===== src/rtl/fifo_uart_tx_pkg.sv =====
// Shared constants for the FIFO-drain UART transmitter: FSM encoding and frame geometry.
// State values are fixed so that the debug state output reads the same across revisions.
package fifo_uart_pkg;

   localparam logic [2:0] ST_IDLE   = 3'd0;
   localparam logic [2:0] ST_POP    = 3'd1;
   localparam logic [2:0] ST_LOAD   = 3'd2;
   localparam logic [2:0] ST_START  = 3'd3;
   localparam logic [2:0] ST_DATA   = 3'd4;
   localparam logic [2:0] ST_PARITY = 3'd5;
   localparam logic [2:0] ST_STOP   = 3'd6;

   localparam int UART_DATA_BITS = 8;

   // Parity line level from the XOR of the data bits; odd parity inverts it.
   function automatic logic parity_level(input logic data_xor, input logic odd);
      return data_xor ^ odd;
   endfunction

endpackage


===== src/rtl/fifo_uart_tx_if.sv =====
// Read side of the 16x8 byte FIFO as seen by the UART drain stage.
// Handshake: the drain pulses fifo_read_en for one cycle only while fifo_empty is low;
// fifo_data holds the popped byte from the cycle after that pulse onward.
interface fifo_uart_tx_if;
   logic       fifo_empty;
   logic [7:0] fifo_data;
   logic       fifo_read_en;

   modport master (input fifo_empty, input fifo_data, output fifo_read_en);
   modport slave  (output fifo_empty, output fifo_data, input fifo_read_en);
endinterface


===== src/rtl/fifo_uart_tx_baud.sv =====
// Bit-period timer: counts 0..CLKS_PER_BIT-1 and flags the last cycle of each period.
// A clear restarts the period so every FSM state begins on a full bit.
module uart_baud_tick #(
   parameter int unsigned CLKS_PER_BIT = 16
) (
   input  logic clock,
   input  logic reset,
   input  logic clear,
   output logic tick
);

   localparam logic [15:0] LAST_COUNT = 16'(CLKS_PER_BIT - 1);

   logic [15:0] count_q;

   assign tick = (count_q == LAST_COUNT);

   always_ff @(posedge clock or negedge reset) begin
      if (!reset) begin
         count_q <= '0;
      end else if (clear || tick) begin
         count_q <= '0;
      end else begin
         count_q <= count_q + 16'd1;
      end
   end

endmodule


===== src/rtl/fifo_uart_tx.sv =====
// Drains the byte FIFO onto a UART TX line: start, 8 data bits LSB first, optional parity, stop.
// One pop per frame; the popped byte is captured as the start bit begins.
module fifo_uart_tx
   import fifo_uart_pkg::*;
#(
   parameter int unsigned CLKS_PER_BIT = 16,
   parameter bit          PARITY_EN    = 1'b0,
   parameter bit          PARITY_ODD   = 1'b0
) (
   input  logic                  clock,
   input  logic                  reset,
   fifo_uart_tx_if.master        fifo,
   output logic                  tx,
   output logic                  busy,
   output logic                  tx_done,
   output logic [15:0]           frame_count,
   output logic [2:0]            state_dbg
);

   localparam logic [2:0] LAST_BIT = 3'(UART_DATA_BITS - 1);

   logic [2:0]  state_q, state_d;
   logic [7:0]  shift_q, shift_d;
   logic        par_q, par_d;
   logic [2:0]  bit_q, bit_d;
   logic [15:0] frame_count_q;
   logic        tx_q, tx_d;
   logic        tick;
   logic        clear;

   assign clear = (state_d != state_q);

   uart_baud_tick #(.CLKS_PER_BIT(CLKS_PER_BIT)) u_baud (
      .clock (clock),
      .reset (reset),
      .clear (clear),
      .tick  (tick)
   );

   always_comb begin
      state_d = state_q;
      shift_d = shift_q;
      par_d   = par_q;
      bit_d   = bit_q;
      case (state_q)
         ST_IDLE:   if (!fifo.fifo_empty) state_d = ST_POP;
         ST_POP:    state_d = ST_LOAD;
         // Leaving LOAD is the start-bit entry: the FIFO output is valid now.
         ST_LOAD: begin
            state_d = ST_START;
            shift_d = fifo.fifo_data;
            par_d   = 1'b0;
            bit_d   = '0;
         end
         ST_START:  if (tick) state_d = ST_DATA;
         ST_DATA: begin
            if (tick) begin
               shift_d = {1'b0, shift_q[7:1]};
               par_d   = par_q ^ shift_q[0];
               bit_d   = bit_q + 3'd1;
               if (bit_q == LAST_BIT) state_d = PARITY_EN ? ST_PARITY : ST_STOP;
            end
         end
         ST_PARITY: if (tick) state_d = ST_STOP;
         ST_STOP:   if (tick) state_d = fifo.fifo_empty ? ST_IDLE : ST_POP;
         default:   state_d = ST_IDLE;
      endcase
   end

   // tx is computed from the next state so the pin itself is a flop.
   always_comb begin
      tx_d = 1'b1;
      case (state_d)
         ST_START:  tx_d = 1'b0;
         ST_DATA:   tx_d = shift_d[0];
         ST_PARITY: tx_d = parity_level(par_d, PARITY_ODD);
         default:   tx_d = 1'b1;
      endcase
   end

   always_ff @(posedge clock or negedge reset) begin
      if (!reset) begin
         state_q       <= ST_IDLE;
         shift_q       <= '0;
         par_q         <= 1'b0;
         bit_q         <= '0;
         tx_q          <= 1'b1;
         frame_count_q <= '0;
      end else begin
         state_q <= state_d;
         shift_q <= shift_d;
         par_q   <= par_d;
         bit_q   <= bit_d;
         tx_q    <= tx_d;
         if (tx_done) frame_count_q <= frame_count_q + 16'd1;
      end
   end

   assign fifo.fifo_read_en = (state_q == ST_POP);
   assign tx_done           = (state_q == ST_STOP) && tick;
   assign busy              = (state_q != ST_IDLE);
   assign tx                = tx_q;
   assign frame_count       = frame_count_q;
   assign state_dbg         = state_q;

endmodule


===== src/flat_wrapper.sv =====
// flat-port wrapper written by rule: the top's interface ports become plain ports
module fifo_uart_tx_flat import fifo_uart_pkg::*;
#(
   parameter int unsigned CLKS_PER_BIT = 16,
   parameter bit          PARITY_EN    = 1'b0,
   parameter bit          PARITY_ODD   = 1'b0
)
  (clock, reset, tx, busy, tx_done, frame_count, state_dbg, fifo_fifo_empty, fifo_fifo_data, fifo_fifo_read_en);
  fifo_uart_tx_if fifo_i ();
  input  logic clock;
  input  logic reset;
  output logic tx;
  output logic busy;
  output logic tx_done;
  output logic [15:0] frame_count;
  output logic [2:0] state_dbg;
  input wire logic [$bits(fifo_i.fifo_empty)-1:0] fifo_fifo_empty;
  input wire logic [$bits(fifo_i.fifo_data)-1:0] fifo_fifo_data;
  output wire logic [$bits(fifo_i.fifo_read_en)-1:0] fifo_fifo_read_en;
  assign fifo_i.fifo_empty = fifo_fifo_empty;
  assign fifo_i.fifo_data = fifo_fifo_data;
  assign fifo_fifo_read_en = fifo_i.fifo_read_en;
  fifo_uart_tx #(.CLKS_PER_BIT(CLKS_PER_BIT), .PARITY_EN(PARITY_EN), .PARITY_ODD(PARITY_ODD)) u_core (.clock(clock), .reset(reset), .fifo(fifo_i), .tx(tx), .busy(busy), .tx_done(tx_done), .frame_count(frame_count), .state_dbg(state_dbg));
endmodule

===== config.mk =====
export PLATFORM = sky130hd
export DESIGN_NAME = fifo_uart_tx_flat
export DESIGN_NICKNAME = d
export VERILOG_FILES = /design/src/rtl/fifo_uart_tx_pkg.sv /design/src/rtl/fifo_uart_tx_if.sv /design/src/rtl/fifo_uart_tx_baud.sv /design/src/rtl/fifo_uart_tx.sv /design/src/flat_wrapper.sv
export SDC_FILE = /design/constraint.sdc
export NUM_CORES = 1
export LEC_CHECK = 0
export ABC_AREA = 1
export CAP_MARGIN = 20
export CORE_MARGIN = 5
export CORE_UTILIZATION = 50
export CTS_BUF_LIST = sky130_fd_sc_hd__clkbuf_4 sky130_fd_sc_hd__clkbuf_8 sky130_fd_sc_hd__clkbuf_16
export CTS_CLUSTER_SIZE = 30
export DETAILED_ROUTE_END_ITERATION = 6
export HOLD_SLACK_MARGIN = 0.03
export PLACE_DENSITY_LB_ADDON = 0.25
export SYNTH_ARGS = -nofsm -noshare
export SYNTH_HDL_FRONTEND = slang
export SYNTH_SLANG_ARGS = --single-unit

===== constraint.sdc =====
create_clock -name clock -period 1.62 [get_ports clock]
set_input_delay 0.324 -clock clock [delete_from_list [all_inputs] [get_ports clock]]
set_output_delay 0.324 -clock clock [all_outputs]
set_load 0.1 [all_outputs]

==> impl_metrics.xml <==
<?xml version="1.0" encoding="UTF-8"?>
<metrics>
  <group name="run_status">
    <metric name="outcome" unit="">complete, but fails checks</metric>
    <metric name="violated_checks" unit="">negative setup slack</metric>
  </group>
  <group name="routing">
    <metric name="viasPerCell" unit="">5.45</metric>
    <metric name="detail_route.wl_per_cell" unit="um">16.6</metric>
    <metric name="drt_antenna_net_count" unit="">0</metric>
    <metric name="routed_wl" unit="um">7610</metric>
    <metric name="via_count" unit="">2500</metric>
    <metric name="detailedRoute.firstPassIterationCount" unit="">4</metric>
    <metric name="drt_first_iter_violations" unit="">181</metric>
    <metric name="drcViolationCount" unit="">0</metric>
  </group>
  <group name="final_layout">
    <metric name="stdcell_area" unit="um2">4140</metric>
    <metric name="post_route_cells_drive_above_1_share" unit="">0.432</metric>
    <metric name="layout_common_cells" unit="">sky130_fd_sc_hd__nand2_1, sky130_fd_sc_hd__buf_4, sky130_fd_sc_hd__inv_1, sky130_fd_sc_hd__dfrtp_1, sky130_fd_sc_hd__buf_12</metric>
    <metric name="antenna_cells" unit="">0</metric>
    <metric name="flow.area_growth_from_synthesis" unit="%">54.5</metric>
    <metric name="finalNetCount" unit="">403</metric>
    <metric name="area_of_the_multi_input_gates" unit="um2">1530</metric>
    <metric name="finish.utilization" unit="">0.801</metric>
    <metric name="layout.area.seq" unit="um2">1250</metric>
    <metric name="n_fill_cell" unit="">262</metric>
    <metric name="layout.cells.most_common" unit="">sky130_fd_sc_hd__nand2_1</metric>
  </group>
  <group name="sta">
    <metric name="maxClockFrequency" unit="MHz">516</metric>
    <metric name="drv_slew" unit="">0</metric>
    <metric name="sum_of_negative_setup_slack" unit="ns">-7.96</metric>
    <metric name="finalWorstPathRequiredPeriod" unit="ns">1.94</metric>
    <metric name="grt_setup_unrepaired" unit="">true</metric>
    <metric name="slew-limit-headroom" unit="">0.707</metric>
    <metric name="final.setup_skew" unit="ns">0.0103</metric>
    <metric name="setup_slack" unit="ns">-0.319</metric>
    <metric name="timing_worst_slew_pin_value" unit="ns">0.436</metric>
    <metric name="hold_ws" unit="ns">0.444</metric>
    <metric name="post-route-period-util" unit="">1.20</metric>
    <metric name="setup_violators_final" unit="">42</metric>
    <metric name="timing.final.hold_violations" unit="">0</metric>
  </group>
  <group name="yosys">
    <metric name="yosysTopAreaCell" unit="">sky130_fd_sc_hd__dfrtp_1</metric>
    <metric name="netlist_instances" unit="">300</metric>
    <metric name="yosys.area.top_type_share" unit="">0.439</metric>
    <metric name="synth_area_per_cell" unit="um2">8.94</metric>
    <metric name="post_synth_instance_area" unit="um2">2680</metric>
    <metric name="flop_and_latch_count_out_of_synthesis" unit="">48</metric>
    <metric name="syn_nets" unit="">315</metric>
    <metric name="ys_seq_area_frac" unit="">0.448</metric>
    <metric name="yosys_warnings" unit="">0</metric>
    <metric name="synthTopCellsByArea" unit="">sky130_fd_sc_hd__dfrtp_1, sky130_fd_sc_hd__nand2_1, sky130_fd_sc_hd__nor2_4</metric>
    <metric name="synth.distinct_cells" unit="">32</metric>
  </group>
  <group name="setup_path">
    <metric name="critical_path.endpoint" unit="">u_core.u_baud.count_q[14]$_DFF_PN0_</metric>
    <metric name="cp.required" unit="ns">1.81</metric>
    <metric name="timing.critical_path.from" unit="">u_core.u_baud.count_q[5]$_DFF_PN0_</metric>
    <metric name="ff2ff_setup_slack" unit="ns">-0.32</metric>
    <metric name="startpoint_of_the_worst_slack_reg_to_reg_timing_path" unit="">u_core.u_baud.count_q[5]$_DFF_PN0_</metric>
    <metric name="crit_type" unit="">reg -&gt; reg</metric>
    <metric name="worst-r2r-cell-count" unit="">10</metric>
    <metric name="worst_setup_path_start_kind" unit="">flop</metric>
    <metric name="worstReg2RegEnd" unit="">u_core.u_baud.count_q[14]$_DFF_PN0_</metric>
    <metric name="crit_path_max_fanout" unit="">8</metric>
    <metric name="endpoint_class_of_the_critical_path" unit="">flop</metric>
    <metric name="arrival" unit="ns">2.13</metric>
  </group>
  <group name="global_route">
    <metric name="first_global_vias" unit="">2510</metric>
    <metric name="grt_busiest_layer" unit="">met2</metric>
    <metric name="met3_track_demand_over_resource" unit="">0.0376</metric>
    <metric name="grt_antenna_before_repair" unit="">0</metric>
    <metric name="met1_usage" unit="">0.266</metric>
    <metric name="pin_count_of_the_biggest_net_entering_global_routing" unit="">38</metric>
    <metric name="global_route_wire_length_before_repair" unit="um">12000</metric>
    <metric name="m2_gr_usage" unit="">0.355</metric>
    <metric name="grt_util_all_layers" unit="">0.209</metric>
    <metric name="grt.overflow.total" unit="">0</metric>
  </group>
  <group name="clock_network">
    <metric name="clockBufferDepth" unit="">2</metric>
    <metric name="clock_tree.htree_level_count" unit="">2</metric>
    <metric name="cts-buffers-inserted" unit="">5</metric>
    <metric name="tritoncts_clock_tree" unit="">yes</metric>
    <metric name="clock-sinks" unit="">48</metric>
    <metric name="ctsRootBufferMaster" unit="">sky130_fd_sc_hd__clkbuf_8</metric>
    <metric name="clk-insertion-delay-late" unit="ns">0.31</metric>
    <metric name="clkSlewWorstSetupHoldPaths" unit="ns">0.09</metric>
  </group>
  <group name="power">
    <metric name="irDropWorstVdd" unit="uV">481</metric>
    <metric name="pwr_density_cell" unit="nW/um2">529</metric>
    <metric name="static-leakage-power" unit="uW">0.00184</metric>
    <metric name="post-layout-total-power" unit="uW">2190</metric>
  </group>
  <group name="placement">
    <metric name="place.port_buffers" unit="">33</metric>
    <metric name="gp_congestion" unit="">0.937</metric>
    <metric name="placed_cell_area" unit="um2">3660</metric>
    <metric name="dp.final_hpwl" unit="um">4490</metric>
  </group>
  <group name="floorplanning">
    <metric name="die_height" unit="um">83.2</metric>
    <metric name="die_width" unit="um">83.2</metric>
    <metric name="start_util" unit="">0.518</metric>
    <metric name="placementRows" unit="">26</metric>
    <metric name="die-area" unit="um2">6930</metric>
    <metric name="io_pins" unit="">34</metric>
    <metric name="placeableCoreArea" unit="um2">5170</metric>
  </group>
  <group name="hold_path">
    <metric name="holdCritPathClass" unit="">in -&gt; async</metric>
  </group>
  <group name="flow_run">
    <metric name="max_cap_viol_count" unit="">0</metric>
  </group>
</metrics>
critical path: stages, from the launching register on:
cell and delay (ns):
sky130_fd_sc_hd__dfrtp_1 0.44, sky130_fd_sc_hd__nor2_2 0.20, sky130_fd_sc_hd__nand2_2 0.12, sky130_fd_sc_hd__nor2_8 0.14
sky130_fd_sc_hd__buf_6 0.12, sky130_fd_sc_hd__buf_6 0.09, sky130_fd_sc_hd__nand4_1 0.14, sky130_fd_sc_hd__nand4_1 0.21
sky130_fd_sc_hd__nand2_4 0.12, sky130_fd_sc_hd__nand2_8 0.18, sky130_fd_sc_hd__nor2_4 0.03
metal layers:
layer	wire length, um	share of wire
met5	0	0
met4	195	0.026
met1	3090	0.41
met3	366	0.048
met2	3960	0.52
where the power goes:
part	internal, uW	switching (uW)	total (uW)
Clock	476	410	885
Combinational	39.0	48.7	87.7
Sequential	1210	7.43	1220
cell type report:
cell class,instances,area share
Multi-Input combinational cell,214,0.370
Sequential cell,48,0.302
Timing Repair Buffer,81,0.238
Inverter,38,0.0420
Tap cell,70,0.0211
Clock buffer,6,0.0184
Clock inverter,2,0.00846
kinds of logic after synthesis:
| kind of cell | share of synthesized area |
|---|---|
| AND/OR/NAND/NOR | 0.359 |
| flip-flops | 0.448 |
| buffers and inverters | 0.0607 |
| XOR/XNOR | 0.0751 |
| AO/OA/AOI/OAI | 0.0383 |
| adder cells (fa/ha/maj) | 0.0187 |
synthesized netlist by cell type, drive strengths merged:
cell,number
nand4,8
dfstp,1
xor2,16
clkinv,1
a22oi,4
nand3b,1
nand3,23
nor3b,1
a31oi,1
nor2,43
nor4,4
ha,4
and3,1
nand2,78
buf,1
nor3,10
a21oi,2
a22o,3
xnor2,7
or2,1
inv,37
o21ai,6
dfrtp,47
per-stage QoR:
stage | cells | worst slack (ns)
final | 459 | -0.319
after global placement | 432 | -0.109
after floorplan | 300 | -0.111
after global routing | 459 | -0.400
after detailed placement | 432 | -0.192
after CTS | 456 | -0.220
sequential cells by signal, summed over array words and instances (netlist names):
name / cells
u_core.shift_q: 8
u_core.u_baud.count_q: 16
u_core.par_q: 1
u_core.frame_count: 16
u_core.bit_q: 3
u_core.tx: 1
u_core.state_dbg: 3
worst min-delay path by stage:
stage | start | endpoint | slack, ns | cells past startpoint
floorplan | reset | u_core.bit_q[0]$_DFFE_PN0P_ | 0.03 | 0
global placement | reset | u_core.u_baud.count_q[0]$_DFF_PN0_ | 0.24 | 1
detailed placement | reset | u_core.u_baud.count_q[0]$_DFF_PN0_ | 0.24 | 1
CTS | reset | u_core.u_baud.count_q[0]$_DFF_PN0_ | 0.45 | 2
global route | reset | u_core.u_baud.count_q[0]$_DFF_PN0_ | 0.47 | 2
finish | reset | u_core.u_baud.count_q[10]$_DFF_PN0_ | 0.44 | 2
what timing repair did:
| action | in CTS | in global routing |
|---|---|---|
| buffers inserted | 14 | 3 |
| hold endpoints to repair | 10 | 0 |
| pin swaps | 12 | 19 |
| setup endpoints to repair | 23 | 45 |
| gates cloned | 1 | 0 |
| hold buffers | 1 | 0 |
| gates resized for setup | 17 | 33 |
(Power assumes the default switching activity.)
